## src/rtl/friscv_pkg.sv

```systemverilog
// Shared decode definitions: opcode constants, format tag and the decoded bundle layout.
package friscv_pkg;

    localparam int ARCH          = 32;
    localparam int REGFILE_DEPTH = 32;
    localparam int REG_IDX_W     = $clog2(REGFILE_DEPTH);

    localparam logic [6:0] REG       = 7'b0110011;
    localparam logic [6:0] IMM_ARITH = 7'b0010011;
    localparam logic [6:0] IMM_LOAD  = 7'b0000011;
    localparam logic [6:0] IMM_JUMP  = 7'b1100111;
    localparam logic [6:0] SYSTEM    = 7'b1110011;
    localparam logic [6:0] FENCE     = 7'b0001111;
    localparam logic [6:0] STORE     = 7'b0100011;
    localparam logic [6:0] BRANCH    = 7'b1100011;
    localparam logic [6:0] LUI       = 7'b0110111;
    localparam logic [6:0] AUIPC     = 7'b0010111;
    localparam logic [6:0] JUMP      = 7'b1101111;

    // TYPE_NONE is zero so an all-zero bundle is the reset / illegal shape.
    typedef enum logic [2:0] {
        TYPE_NONE = 3'd0,
        TYPE_R    = 3'd1,
        TYPE_I    = 3'd2,
        TYPE_S    = 3'd3,
        TYPE_B    = 3'd4,
        TYPE_U    = 3'd5,
        TYPE_J    = 3'd6
    } instr_type_t;

    // Decoded bundle at the default ARCH / REGFILE_DEPTH.
    typedef struct packed {
        logic [6:0]           op_code;
        logic [2:0]           func3;
        logic [6:0]           func7;
        logic [REG_IDX_W-1:0] rs1;
        logic [REG_IDX_W-1:0] rs2;
        logic [REG_IDX_W-1:0] rd;
        logic [ARCH-1:0]      imm;
        logic [ARCH-1:0]      pc;
        instr_type_t          instr_type;
        logic                 illegal;
    } dec_bundle_t;

endpackage

```

## src/rtl/decode_stage_imm_gen.sv

```systemverilog
// Immediate generator: builds the format-specific immediate, sign-extended from bit 31.
module imm_gen
    import friscv_pkg::*;
#(
    parameter int ARCH = friscv_pkg::ARCH
) (
    input  logic [31:7]     instr_in,
    input  instr_type_t     instr_type,
    output logic [ARCH-1:0] imm_out
);

    logic [31:0] imm32;

    // Assemble the 32-bit immediate for the given format; R and NONE yield zero.
    always_comb begin
        imm32 = '0;
        case (instr_type)
            TYPE_I: imm32 = {{20{instr_in[31]}}, instr_in[31:20]};
            TYPE_S: imm32 = {{20{instr_in[31]}}, instr_in[31:25], instr_in[11:7]};
            TYPE_B: imm32 = {{19{instr_in[31]}}, instr_in[31], instr_in[7],
                             instr_in[30:25], instr_in[11:8], 1'b0};
            TYPE_U: imm32 = {instr_in[31:12], 12'b0};
            TYPE_J: imm32 = {{11{instr_in[31]}}, instr_in[31], instr_in[19:12],
                             instr_in[20], instr_in[30:21], 1'b0};
            default: imm32 = '0;
        endcase
    end

    // Signed size cast widens to ARCH with sign extension when ARCH is 64.
    assign imm_out = ARCH'($signed(imm32));

endmodule

```

## src/rtl/decode_stage.sv

```systemverilog
// RV32I/RV32E decode stage: combinational classify/extract, then output register + skid entry.
module decode_stage
    import friscv_pkg::*;
#(
    parameter int ARCH          = friscv_pkg::ARCH,
    parameter int REGFILE_DEPTH = friscv_pkg::REGFILE_DEPTH
) (
    input  logic                             clk,
    input  logic                             rst,
    input  logic                             flush_in,
    input  logic                             instr_valid_in,
    output logic                             instr_ready_out,
    input  logic [31:0]                      instr_in,
    input  logic [ARCH-1:0]                  pc_in,
    output logic                             dec_valid_out,
    input  logic                             dec_ready_in,
    output logic [6:0]                       op_code_out,
    output logic [2:0]                       func3_out,
    output logic [6:0]                       func7_out,
    output logic [$clog2(REGFILE_DEPTH)-1:0] rs1_out,
    output logic [$clog2(REGFILE_DEPTH)-1:0] rs2_out,
    output logic [$clog2(REGFILE_DEPTH)-1:0] rd_out,
    output logic [ARCH-1:0]                  imm_out,
    output instr_type_t                      instr_type_out,
    output logic                             illegal_out,
    output logic [ARCH-1:0]                  pc_out
);

    localparam int RW = $clog2(REGFILE_DEPTH);

    typedef struct packed {
        logic [6:0]      op_code;
        logic [2:0]      func3;
        logic [6:0]      func7;
        logic [RW-1:0]   rs1;
        logic [RW-1:0]   rs2;
        logic [RW-1:0]   rd;
        logic [ARCH-1:0] imm;
        logic [ARCH-1:0] pc;
        instr_type_t     instr_type;
        logic            illegal;
    } bundle_t;

    // Handshake: a transfer happens on a rising edge where valid and ready are both high;
    // valid never waits for ready, and a producer holds its payload stable while valid & !ready.

    logic [6:0]      op;
    logic [2:0]      f3;
    logic [6:0]      f7;
    instr_type_t     raw_type;
    logic            known;
    logic            use_rd, use_rs1, use_rs2, use_f3, use_f7;
    logic            reg_hi_bad;
    logic            illegal;
    logic [ARCH-1:0] raw_imm;
    bundle_t         dec;

    bundle_t or_q, sk_q;
    logic    or_valid, sk_valid;
    logic    accept;

    assign op = instr_in[6:0];
    assign f3 = instr_in[14:12];
    assign f7 = instr_in[31:25];

    // Classify the opcode into a format and derive the illegal-instruction flag.
    always_comb begin
        raw_type = TYPE_NONE;
        known    = 1'b1;
        case (op)
            REG:                                      raw_type = TYPE_R;
            IMM_ARITH, IMM_LOAD, IMM_JUMP, SYSTEM, FENCE: raw_type = TYPE_I;
            STORE:                                    raw_type = TYPE_S;
            BRANCH:                                   raw_type = TYPE_B;
            LUI, AUIPC:                               raw_type = TYPE_U;
            JUMP:                                     raw_type = TYPE_J;
            default:                                  known    = 1'b0;
        endcase

        use_rd  = raw_type inside {TYPE_R, TYPE_I, TYPE_U, TYPE_J};
        use_rs1 = raw_type inside {TYPE_R, TYPE_I, TYPE_S, TYPE_B};
        use_rs2 = raw_type inside {TYPE_R, TYPE_S, TYPE_B};
        use_f3  = raw_type inside {TYPE_R, TYPE_I, TYPE_S, TYPE_B};
        use_f7  = (raw_type == TYPE_R);

        // RV32E has only x0..x15, so bit 4 of any referenced register index is out of range.
        reg_hi_bad = (REGFILE_DEPTH == 16) &&
                     ((use_rd && instr_in[11]) || (use_rs1 && instr_in[19]) ||
                      (use_rs2 && instr_in[24]));

        illegal = (instr_in[1:0] != 2'b11) || !known ||
                  ((op == IMM_JUMP) && (f3 != 3'b000)) ||
                  ((op == BRANCH) && ((f3 == 3'b010) || (f3 == 3'b011))) ||
                  ((op == REG) && (f7 != 7'b0000000) && (f7 != 7'b0100000)) ||
                  reg_hi_bad;
    end

    imm_gen #(.ARCH(ARCH)) u_imm_gen (
        .instr_in   (instr_in[31:7]),
        .instr_type (raw_type),
        .imm_out    (raw_imm)
    );

    // Build the bundle; fields the format does not use, and everything of an illegal word, read 0.
    always_comb begin
        dec            = '0;
        dec.op_code    = op;
        dec.pc         = pc_in;
        dec.instr_type = TYPE_NONE;
        dec.illegal    = illegal;
        if (!illegal) begin
            dec.instr_type = raw_type;
            dec.imm        = raw_imm;
            if (use_f3)  dec.func3 = f3;
            if (use_f7)  dec.func7 = f7;
            if (use_rs1) dec.rs1   = instr_in[15 +: RW];
            if (use_rs2) dec.rs2   = instr_in[20 +: RW];
            if (use_rd)  dec.rd    = instr_in[7 +: RW];
        end
    end

    assign instr_ready_out = !sk_valid;
    assign accept          = instr_valid_in && instr_ready_out;

    // Output register plus skid entry; flush beats every handshake, a pending skid drains first.
    always_ff @(posedge clk) begin
        if (rst) begin
            or_valid <= 1'b0;
            sk_valid <= 1'b0;
            or_q     <= '0;
            sk_q     <= '0;
        end else if (flush_in) begin
            or_valid <= 1'b0;
            sk_valid <= 1'b0;
        end else if (or_valid && sk_valid && dec_ready_in) begin
            or_q     <= sk_q;
            sk_valid <= 1'b0;
        end else if (accept) begin
            if (!or_valid || dec_ready_in) begin
                or_q     <= dec;
                or_valid <= 1'b1;
            end else begin
                sk_q     <= dec;
                sk_valid <= 1'b1;
            end
        end else if (dec_ready_in) begin
            or_valid <= 1'b0;
        end
    end

    assign dec_valid_out  = or_valid;
    assign op_code_out    = or_q.op_code;
    assign func3_out      = or_q.func3;
    assign func7_out      = or_q.func7;
    assign rs1_out        = or_q.rs1;
    assign rs2_out        = or_q.rs2;
    assign rd_out         = or_q.rd;
    assign imm_out        = or_q.imm;
    assign instr_type_out = or_q.instr_type;
    assign illegal_out    = or_q.illegal;
    assign pc_out         = or_q.pc;

endmodule

```

## config.mk

```make
export PLATFORM = sky130hd
export DESIGN_NAME = decode_stage
export DESIGN_NICKNAME = d
export VERILOG_FILES = /design/src/rtl/friscv_pkg.sv /design/src/rtl/decode_stage_imm_gen.sv /design/src/rtl/decode_stage.sv
export SDC_FILE = /design/constraint.sdc
export NUM_CORES = 1
export LEC_CHECK = 0
export BUFFER_PORTS_ARGS = -buffer_cell sky130_fd_sc_hd__buf_2
export CAP_MARGIN = 20
export CORE_AREA = 2 2 131 133
export DETAILED_ROUTE_END_ITERATION = 16
export DIE_AREA = 0 0 133 135
export PLACE_DENSITY = 0.78
export REMOVE_ABC_BUFFERS = 1
export SYNTH_ARGS = -nofsm -noshare
export SYNTH_HDL_FRONTEND = slang
export SYNTH_HIERARCHICAL = 1
export SYNTH_SLANG_ARGS = --single-unit
export TNS_END_PERCENT = 30
```

## constraint.sdc

```tcl
create_clock -name clk -period 2.4 [get_ports clk]
set_input_delay 0 -clock clk [delete_from_list [all_inputs] [get_ports clk]]
set_output_delay 0 -clock clk [all_outputs]
set_load 0.05 [all_outputs]
```

==> results.sh, run 1 <==
export IMPL_finalCritPeriodShare=0.953
export IMPL_synth_area_um2=8890
export IMPL_die_width_um=133
export IMPL_crit_required_ns=2.79
export IMPL_fin_cells=1475
export IMPL_drt_pre_antenna_iters=5
export IMPL_htree_num_levels=1
export IMPL_drtIter0Drc=731
export IMPL_async_flop_share=0
export IMPL_fin_area_um2=11200
export IMPL_synth_most_common_cell="dfxtp_1"
export IMPL_nNetsFinal=1309
export IMPL_synth_edf_count=0
export IMPL_finalPower_w=0.00790
export IMPL_grt_pass1_vias=8120
export IMPL_clk_pin_slew_ns=0.06
export IMPL_design_die_area_um2=18000
export IMPL_crit_path_start_kind="input port"
export IMPL_clock_sinks=202
export IMPL_drc=0
export IMPL_postPlaceCellArea_um2=9820
export IMPL_yosysWarnings=6
export IMPL_row_count=47
export IMPL_synth_seq_cells=202
export IMPL_synth_cell_types=67
export IMPL_slew_violations=0
export IMPL_core_area_um2=16400
export IMPL_dp_cells=1370
export IMPL_ys_flop_type="dfxtp_1"
export IMPL_cts_setup_buffers=0
export IMPL_synth_cells=1057
export IMPL_worstMarginPinSlew_ns=0.663
export IMPL_die_height_um=135
export IMPL_dp_hpwl_mm=15.1
export IMPL_power_density_nw_per_um2=704
export IMPL_gr_total_overflow=0
export IMPL_wirelength_mm=25.2
export IMPL_gp_congestion=0.839
export IMPL_gr_usage_all_layers=0.275
export IMPL_worst_slack_ns=0.113
export IMPL_numCtsBuffers=22
export IMPL_cts_buffer_depth=3
export IMPL_min_period_ns=2.29
export IMPL_slew_headroom=0.557
export IMPL_rsz0062_at_grt="false"
export IMPL_antennaDiodeCount=0
export IMPL_area_delta_synth_final_pct=26.3
export IMPL_leakagePower_nw=4.61
export IMPL_wl_per_cell_um=17.1
export IMPL_syn_area_per_cell_um2=8.41
export IMPL_worstSetupEndpointType="register"
export IMPL_synth_area_top_cells="dfxtp_1 (45%), nand2_1 (8.4%), a21oi_1 (7.1%)"
export IMPL_peakVddDrop_mv=0.647
export IMPL_setup_viol=0
export IMPL_drive_gt1_frac=0.233
export IMPL_yosys_area_top_type="dfxtp_1"
export IMPL_cts_repair_resized=0
export IMPL_synth_top_cells_by_count="dfxtp_1 (202), nand2_1 (199), a21oi_1 (127)"
export IMPL_clock_skew_ns=0.00918
export IMPL_cap_violations=0
export IMPL_critPathKind="in -> reg"
export IMPL_crit_arrival_ns=2.68
export IMPL_io_buffers=170
export IMPL_cts_root_buf="clkbuf_16"
export IMPL_clk_insertion_delay_late_ns=0.50
export IMPL_via_per_inst=5.91
export IMPL_ys_seq_area_frac=0.455
export IMPL_netlist_area_leader_share=0.455
export IMPL_grt_max_degree=82
export IMPL_rr_worst_depth=6
export IMPL_holdPathStages=4
export IMPL_finalHoldViolations=0
export IMPL_grt_pass1_wl_mm=41.2
export IMPL_preCtsSetupSlack_ns=0.246
export IMPL_ioPinCount=171
export IMPL_max_freq_ghz=0.437
export IMPL_antenna_found_initial=0
export IMPL_min_path_type="in -> reg"
export IMPL_cts_tree="built"
export IMPL_final_antenna_net_count=0
export IMPL_start_util=0.542
export IMPL_cp_max_fo=34
export IMPL_num_vias=8724
export IMPL_status="finished, final reports clean"
==> placed cells by master (no fill, tap or decap), types with 5 or more instances in the layout <==
cell           count
a22o_1            15
nand4_1           17
clkinv_2           5
nand3_1           18
dlygate4sd3_1     66
nor2_1            56
nor3b_1            8
o221ai_1           8
a21oi_1          126
buf_4             22
a22o_2            30
o21ai_0           53
and3_1            44
clkbuf_16         23
o22ai_1           37
buf_2            169
nand4b_1          12
clkbuf_1           5
dfxtp_1          202
mux2i_1           10
a21o_1             5
a311oi_1          39
nand2_1          199
buf_12             5
or2_2              9
==> layout make-up <==
cell class                      instances  area (µm²)
Timing Repair Buffer                  262        1770
Inverter                                4        15.0
Sequential cell                       202        4040
Clock inverter                          9         126
Fill cell                            1318        5180
Multi-Input combinational cell        748        4370
Tap cell                              220         275
Clock buffer                           30         622
==> worst max-delay path: stages <==
cell,delay (ns)
dlygate4sd3_1,0.57
buf_2,0.21
or3b_2,0.47
a21o_1,0.22
a21oi_2,0.19
buf_12,0.19
nand2b_1,0.33
o221ai_1,0.21
a22o_2,0.26
==> routing by layer <==
metal  part of all wire  GRT usage
met5                  0          0
met3              0.076     0.0465
met2               0.46      0.457
met4              0.016     0.0783
met1               0.44      0.370
==> path summary, 6_finish.rpt <==
check / from / endpoint / slack, ns
min reg2reg: func7_out[3]$_SDFFE_PP0P_ / func7_out[3]$_SDFFE_PP0P_ / 0.45
min: dec_ready_in / dec_valid_out$_SDFFE_PP0P_ / 0.0009
max reg2reg: sk_valid$_SDFFE_PP0P_ / illegal_out$_SDFFE_PP0P_ / 0.32
max: instr_in[2] / sk_q[51]$_SDFFE_PP0P_ / 0.11
==> state kept, by name, indices dropped and copies added (netlist names) <==
name / count
sk_q: 100
imm_out: 32
pc_out: 32
func7_out: 7
op_code_out: 7
rd_out: 5
rs1_out: 5
rs2_out: 5
func3_out: 3
instr_type_out: 3
dec_valid_out: 1
illegal_out: 1
sk_valid: 1
==> per-stage QoR <==
stage,util,TNS (ns),hold slack [ns]
floorplan,-,-395.50,0.0691
global placement,0.598,0,0.254
detailed placement,0.598,0,0.257
CTS,0.684,0,0.00291
global route,0.684,0,0.0766
finish,0.684,0,0.000933
==> power by group <==
part           internal (W)  switching (W)  total [W]
Sequential          0.00343      0.0000382    0.00347
Clock               0.00214        0.00135    0.00349
Combinational      0.000297       0.000644   0.000941
Total               0.00587        0.00203    0.00790
==> timing repair <==
| action | in CTS | in global routing |
|---|---|---|
| hold buffers | 66 | 0 |
| hold endpoints to repair | 142 | 0 |
| setup endpoints to repair | 0 | 0 |
==> logic make-up (layout without fill, tap and decap cells) <==
logic type,count (synthesis),after routing,share of synthesized area
buffers and inverters,107,305,0.0581
AND/OR/NAND/NOR,399,399,0.220
XOR/XNOR,1,1,0.000985
AO/OA/AOI/OAI,338,338,0.255
flip-flops,202,202,0.455
multiplexers,10,10,0.0113
Note: power is estimated with default switching activity, not from simulation.
==> run 2, diff against run 1 <==
--- a/config.mk
+++ b/config.mk
@@ -11,7 +11,6 @@
 export DETAILED_ROUTE_END_ITERATION = 16
 export DIE_AREA = 0 0 133 135
 export PLACE_DENSITY = 0.78
-export REMOVE_ABC_BUFFERS = 1
 export SYNTH_ARGS = -nofsm -noshare
 export SYNTH_HDL_FRONTEND = slang
 export SYNTH_HIERARCHICAL = 1
==> results.sh, run 2 (same netlist as run 1, synthesis figures left out) <==
export IMPL_status="finished, final reports clean"
export IMPL_cap_violations=0
export IMPL_drtIter0Drc=771
export IMPL_wirelength_mm=26.9
export IMPL_preCtsSetupSlack_ns=0.219
export IMPL_finalCritPeriodShare=0.949
export IMPL_clk_pin_slew_ns=0.06
export IMPL_layout_commonest_cell="dfxtp_1"
export IMPL_drt_pre_antenna_iters=5
export IMPL_p_switching_w=0.00204
export IMPL_seq_power_share=0.434
export IMPL_clock_sinks=202
export IMPL_cts_setup_buffers=0
export IMPL_numCtsBuffers=22
export IMPL_drive_gt1_frac=0.233
export IMPL_io_buffers=170
export IMPL_row_count=47
export IMPL_grt_pass1_wl_mm=42.2
export IMPL_die_height_um=135
export IMPL_core_area_um2=16400
export IMPL_cts_tree="built"
export IMPL_slew_violations=0
export IMPL_critPathKind="in -> reg"
export IMPL_internal_power_w=0.00596
export IMPL_slew_headroom=0.477
export IMPL_clk_insertion_delay_late_ns=0.50
export IMPL_cts_buffer_depth=3
export IMPL_finalHoldViolations=0
export IMPL_grt_pass1_vias=8273
export IMPL_worst_slack_ns=0.122
export IMPL_leakagePower_nw=4.63
export IMPL_crit_path_start_kind="input port"
export IMPL_dp_hpwl_mm=16.3
export IMPL_start_util=0.542
export IMPL_largest_reg_flops=100
export IMPL_die_width_um=133
export IMPL_min_path_type="in -> reg"
export IMPL_worstSetupEndpointType="register"
export IMPL_cts_root_buf="clkbuf_16"
export IMPL_crit_arrival_ns=2.70
export IMPL_final_antenna_net_count=0
export IMPL_rrSetupSlack_ns=0.26
export IMPL_fin_tns_setup_ns=0
export IMPL_crit_required_ns=2.82
export IMPL_ioPinCount=171
export IMPL_cp_max_fo=21
export IMPL_nNetsFinal=1309
export IMPL_drc=0
export IMPL_antenna_found_initial=0
export IMPL_synth_nets=1126
export IMPL_power_density_nw_per_um2=708
export IMPL_gr_total_overflow=0
export IMPL_rsz0062_at_grt="false"
export IMPL_clock_skew_ns=0.00621
export IMPL_num_vias=8903
export IMPL_antennaDiodeCount=0
export IMPL_grt_max_degree=72
export IMPL_fin_area_um2=11300
export IMPL_max_freq_ghz=0.439
export IMPL_htree_num_levels=1
export IMPL_layout_common_cells="dfxtp_1 (202), nand2_1 (199), buf_2 (169)"
export IMPL_gp_congestion=0.923
export IMPL_top_register="sk_q"
export IMPL_gr_usage_all_layers=0.286
export IMPL_worstMarginPinSlew_ns=0.784
export IMPL_via_per_inst=6.04
export IMPL_peakVddDrop_mv=0.587
export IMPL_min_period_ns=2.28
export IMPL_wl_per_cell_um=18.3
export IMPL_postPlaceCellArea_um2=9840
export IMPL_power_share_switching=0.255
export IMPL_area_delta_synth_final_pct=26.9
export IMPL_setup_viol=0
export IMPL_power_frac_comb=0.121
export IMPL_clkPwrFrac=0.445
export IMPL_hold_slack_ns=0.0511
export IMPL_design_die_area_um2=18000
==> run 2: worst max-delay path, stage by stage <==
cell and delay, ns:
dlygate4sd3_1 0.54, buf_2 0.19, nor3b_1 0.36, a22oi_1 0.16, nor2_2 0.28, buf_12 0.19
nand3b_1 0.35, nand3_1 0.28, o21ai_0 0.16, o22ai_1 0.17
==> run 2: layout make-up <==
type | instances | area [µm²]
timing repair buffer | 262 | 1810
tap | 220 | 275
inverter | 4 | 15.0
clock buffer | 33 | 663
multi-input combinational | 748 | 4370
clock inverter | 6 | 105
fill | 1284 | 5120
sequential | 202 | 4040
==> run 2: per-layer routing <==
| layer | GRT usage | vias to the layer above | routed length [µm] |
|---|---|---|---|
| li1 | - | 4198 | - |
| met1 | 0.368 | 4119 | 11000 |
| met2 | 0.461 | 481 | 12300 |
| met3 | 0.0495 | 105 | 2230 |
| met4 | 0.157 | 0 | 1410 |
| met5 | 0 | - | 0 |
==> run 2: what timing repair did <==
item	in CTS	in global routing
resized for setup	0	1
endpoints found under the setup margin	0	14
hold buffers	67	0
hold endpoints to repair	136	0
==> run 2: worst paths after layout <==
path                              end             startpoint  cells past startpoint
min          imm_out[31]$_SDFFE_PP0P_           instr_in[31]                      5
min reg2reg     sk_q[79]$_SDFFE_PP0P_  sk_q[79]$_SDFFE_PP0P_                      2
max reg2reg   pc_out[17]$_SDFFE_PP0P_  sk_valid$_SDFFE_PP0P_                      5
max          imm_out[23]$_SDFFE_PP0P_            instr_in[6]                     10
==> run 2: stage by stage <==
stage | instances | power, W | utilization
floorplan | 1057 | 0.00413 | -
global placement | 1368 | 0.00439 | 0.598
detailed placement | 1369 | 0.00440 | 0.600
CTS | 1475 | 0.00802 | 0.687
global route | 1475 | 0.00823 | 0.688
finish | 1475 | 0.00799 | 0.688
==> run 2: power groups by stage <==
stage	sequential (W)	clock (W)	combinational, W
2_1_floorplan	0.00378	0	0.000346
3_3_place_gp	0.00354	0	0.000847
3_5_place_dp	0.00354	0	0.000860
4_1_cts	0.00347	0.00361	0.000948
5_1_grt	0.00347	0.00374	0.00102
6_report	0.00347	0.00356	0.000966
==> run 3, diff against run 2 <==
==> config.mk (replaced) <==
export PLATFORM = sky130hd
export DESIGN_NAME = decode_stage
export DESIGN_NICKNAME = d
export VERILOG_FILES = /design/src/rtl/friscv_pkg.sv /design/src/rtl/decode_stage_imm_gen.sv /design/src/rtl/decode_stage.sv
export SDC_FILE = /design/constraint.sdc
export NUM_CORES = 1
export LEC_CHECK = 0
export ABC_AREA = 1
export BUFFER_PORTS_ARGS = -buffer_cell sky130_fd_sc_hd__clkbuf_2
export CAP_MARGIN = 20
export CORE_AREA = 2 2 130 132
export DETAILED_ROUTE_END_ITERATION = 16
export DIE_AREA = 0 0 132 134
export PLACE_DENSITY = 0.79
export SYNTH_ARGS = -nofsm -noshare
export SYNTH_HDL_FRONTEND = slang
export SYNTH_SLANG_ARGS = --single-unit
export TNS_END_PERCENT = 30
==> results.sh, run 3 <==
export IMPL_seq_area_um2=4040
export IMPL_critPathBufInv=5
export IMPL_cts_setup_buffers=0
export IMPL_crit_arrival_ns=2.48
export IMPL_gr_usage_all_layers=0.283
export IMPL_cp_num_cells=14
export IMPL_crit_required_ns=2.75
export IMPL_ys_seq_area_frac=0.456
export IMPL_gr_total_overflow=0
export IMPL_wl_per_cell_um=15.0
export IMPL_max_freq_ghz=0.469
export IMPL_layout_common_cells="nand2_1 (344), nor2_1 (214), dfxtp_1 (202)"
export IMPL_clock_skew_ns=0.00820
export IMPL_async_flop_share=0
export IMPL_rr_worst_depth=7
export IMPL_leakagePower_nw=5.36
export IMPL_ioPinCount=171
export IMPL_power_density_nw_per_um2=708
export IMPL_synth_edf_count=0
export IMPL_drtIter0Drc=804
export IMPL_grt_pass1_wl_mm=42.0
export IMPL_dp_hpwl_mm=15.6
export IMPL_row_count=47
export IMPL_via_per_inst=5.46
export IMPL_slew_headroom=0.500
export IMPL_rsz0062_at_grt="false"
export IMPL_worstSetupEndpointType="register"
export IMPL_peakVddDrop_mv=0.507
export IMPL_cts_root_buf="clkbuf_16"
export IMPL_worstMarginPinSlew_ns=0.750
export IMPL_clk_insertion_delay_late_ns=0.50
export IMPL_cap_violations=0
export IMPL_slew_violations=0
export IMPL_antennaDiodeCount=0
export IMPL_synth_area_um2=8860
export IMPL_critPathKind="in -> reg"
export IMPL_min_period_ns=2.13
export IMPL_synth_cells=1296
export IMPL_layout_commonest_cell="nand2_1"
export IMPL_drt_pre_antenna_iters=6
export IMPL_final_antenna_net_count=0
export IMPL_netlist_area_leader_share=0.456
export IMPL_r2r_start="sk_valid$_SDFFE_PP0P_"
export IMPL_setup_viol=0
export IMPL_top_register="sk_q"
export IMPL_crit_chain="dlygate4sd3_1, clkbuf_2, inv_1, nand3_1, inv_2, nand2_2, nor3_1, nor2_4, nand2_4, inv_6, nand2_1, nand2_1, nand2_1, a21oi_1"
export IMPL_syn_area_per_cell_um2=6.84
export IMPL_die_width_um=132
export IMPL_yosys_area_top_type="dfxtp_1"
export IMPL_design_die_area_um2=17700
export IMPL_synth_seq_cells=202
export IMPL_fillers=1344
export IMPL_wirelength_mm=25.7
export IMPL_cp_common_cell="nand2_1"
export IMPL_synth_most_common_cell="nand2_1"
export IMPL_critPathLaunch="instr_in[4]"
export IMPL_cts_buffer_depth=3
export IMPL_numCtsBuffers=22
export IMPL_crit_path_start_kind="input port"
export IMPL_nNetsFinal=1545
export IMPL_synth_top_cells_by_count="nand2_1 (345), nor2_1 (214), dfxtp_1 (202)"
export IMPL_cts_tree="built"
export IMPL_status="finished, final reports clean"
export IMPL_drc=0
export IMPL_area_delta_synth_final_pct=27.8
export IMPL_synth_cell_types=32
export IMPL_die_height_um=134
export IMPL_synth_area_top_cells="dfxtp_1 (46%), nand2_1 (15%), nor2_1 (9.1%)"
export IMPL_grt_max_degree=113
export IMPL_fin_area_um2=11300
export IMPL_ys_flop_type="dfxtp_1"
export IMPL_fin_tns_setup_ns=0
export IMPL_cp_max_fo=46
export IMPL_finalCritPeriodShare=0.888
export IMPL_htree_num_levels=1
export IMPL_cpPeakStageDelay_ns=0.56
export IMPL_holdPathStages=5
export IMPL_finalHoldViolations=0
export IMPL_io_buffers=170
export IMPL_start_util=0.544
export IMPL_core_area_um2=16300
export IMPL_gp_congestion=0.953
export IMPL_largest_reg_flops=100
export IMPL_critPathTopFamily="simple AND/OR/NAND/NOR gates"
export IMPL_multi_input_area_um2=4310
export IMPL_postPlaceCellArea_um2=9830
export IMPL_antenna_found_initial=1
export IMPL_yosysWarnings=0
export IMPL_crit_slowest_cell="dlygate4sd3_1"
export IMPL_clock_sinks=202
export IMPL_drive_gt1_frac=0.175
export IMPL_min_path_type="in -> reg"
export IMPL_clk_pin_slew_ns=0.06
export IMPL_min_from="instr_in[31]"
export IMPL_num_vias=9343
export IMPL_synth_nets=1365
export IMPL_grt_pass1_vias=8629
## run 3: what timing repair did
action	4_1_cts	5_1_grt
hold buffers	66	0
hold endpoints to repair	130	0
resized for setup	0	1
endpoints found under the setup margin	0	20
## run 3: cells by family (layout without fill, tap and decap cells)
family / count (synthesis) / after routing / share of synthesized area
buffers and inverters: 134 / 329 / 0.0610
AOI/OAI and AO/OA: 347 / 347 / 0.207
DFF: 202 / 202 / 0.456
and+or+nand+nor: 613 / 613 / 0.276
## run 3: final timing paths
| path | endpoint | slack (ns) |
|---|---|---|
| worst max-delay path | imm_out[4]$_SDFFE_PP0P_ | 0.27 |
| worst min-delay path | sk_q[67]$_SDFFE_PP0P_ | 0.05 |
| worst max register to register | pc_out[4]$_SDFFE_PP0P_ | 0.49 |
| worst min register to register | sk_q[84]$_SDFFE_PP0P_ | 0.44 |
## run 3: final cells by class
type / instances / area share
Clock buffer: 31 / 0.0569
Clock inverter: 8 / 0.0162
Inverter: 34 / 0.0117
Multi-Input combinational cell: 960 / 0.380
Sequential cell: 202 / 0.357
Tap cell: 220 / 0.0243
Timing Repair Buffer: 256 / 0.153
## run 3: routing by layer
layer / GRT usage / wire length (µm)
met5: 0 / 13
met4: 0.0978 / 810
met3: 0.0544 / 1990
met2: 0.466 / 11900
met1: 0.374 / 10900
## run 3: tightest hold or removal path, cell delays in order
cell and delay [ns]:
clkbuf_2 0.14, inv_1 0.16, nor2_1 0.09, nand2_1 0.06, a21oi_1 0.05
## run 3: where the power goes
group	total, W	switching, W	internal [W]
Sequential	0.00346	0.0000387	0.00343
Clock	0.00379	0.00137	0.00242
Combinational	0.000772	0.000525	0.000247
## run 3: through the flow
step,util,cells,setup slack (ns),hold slack (ns),total power [W]
2_1_floorplan,-,1296,0.456,0.0785,0.00397
3_3_place_gp,0.604,1606,0.400,0.243,0.00420
3_5_place_dp,0.604,1606,0.328,0.248,0.00421
4_1_cts,0.695,1711,0.225,0.0219,0.00804
5_1_grt,0.695,1711,0.0477,0.0306,0.00827
6_report,0.695,1711,0.268,0.0499,0.00802
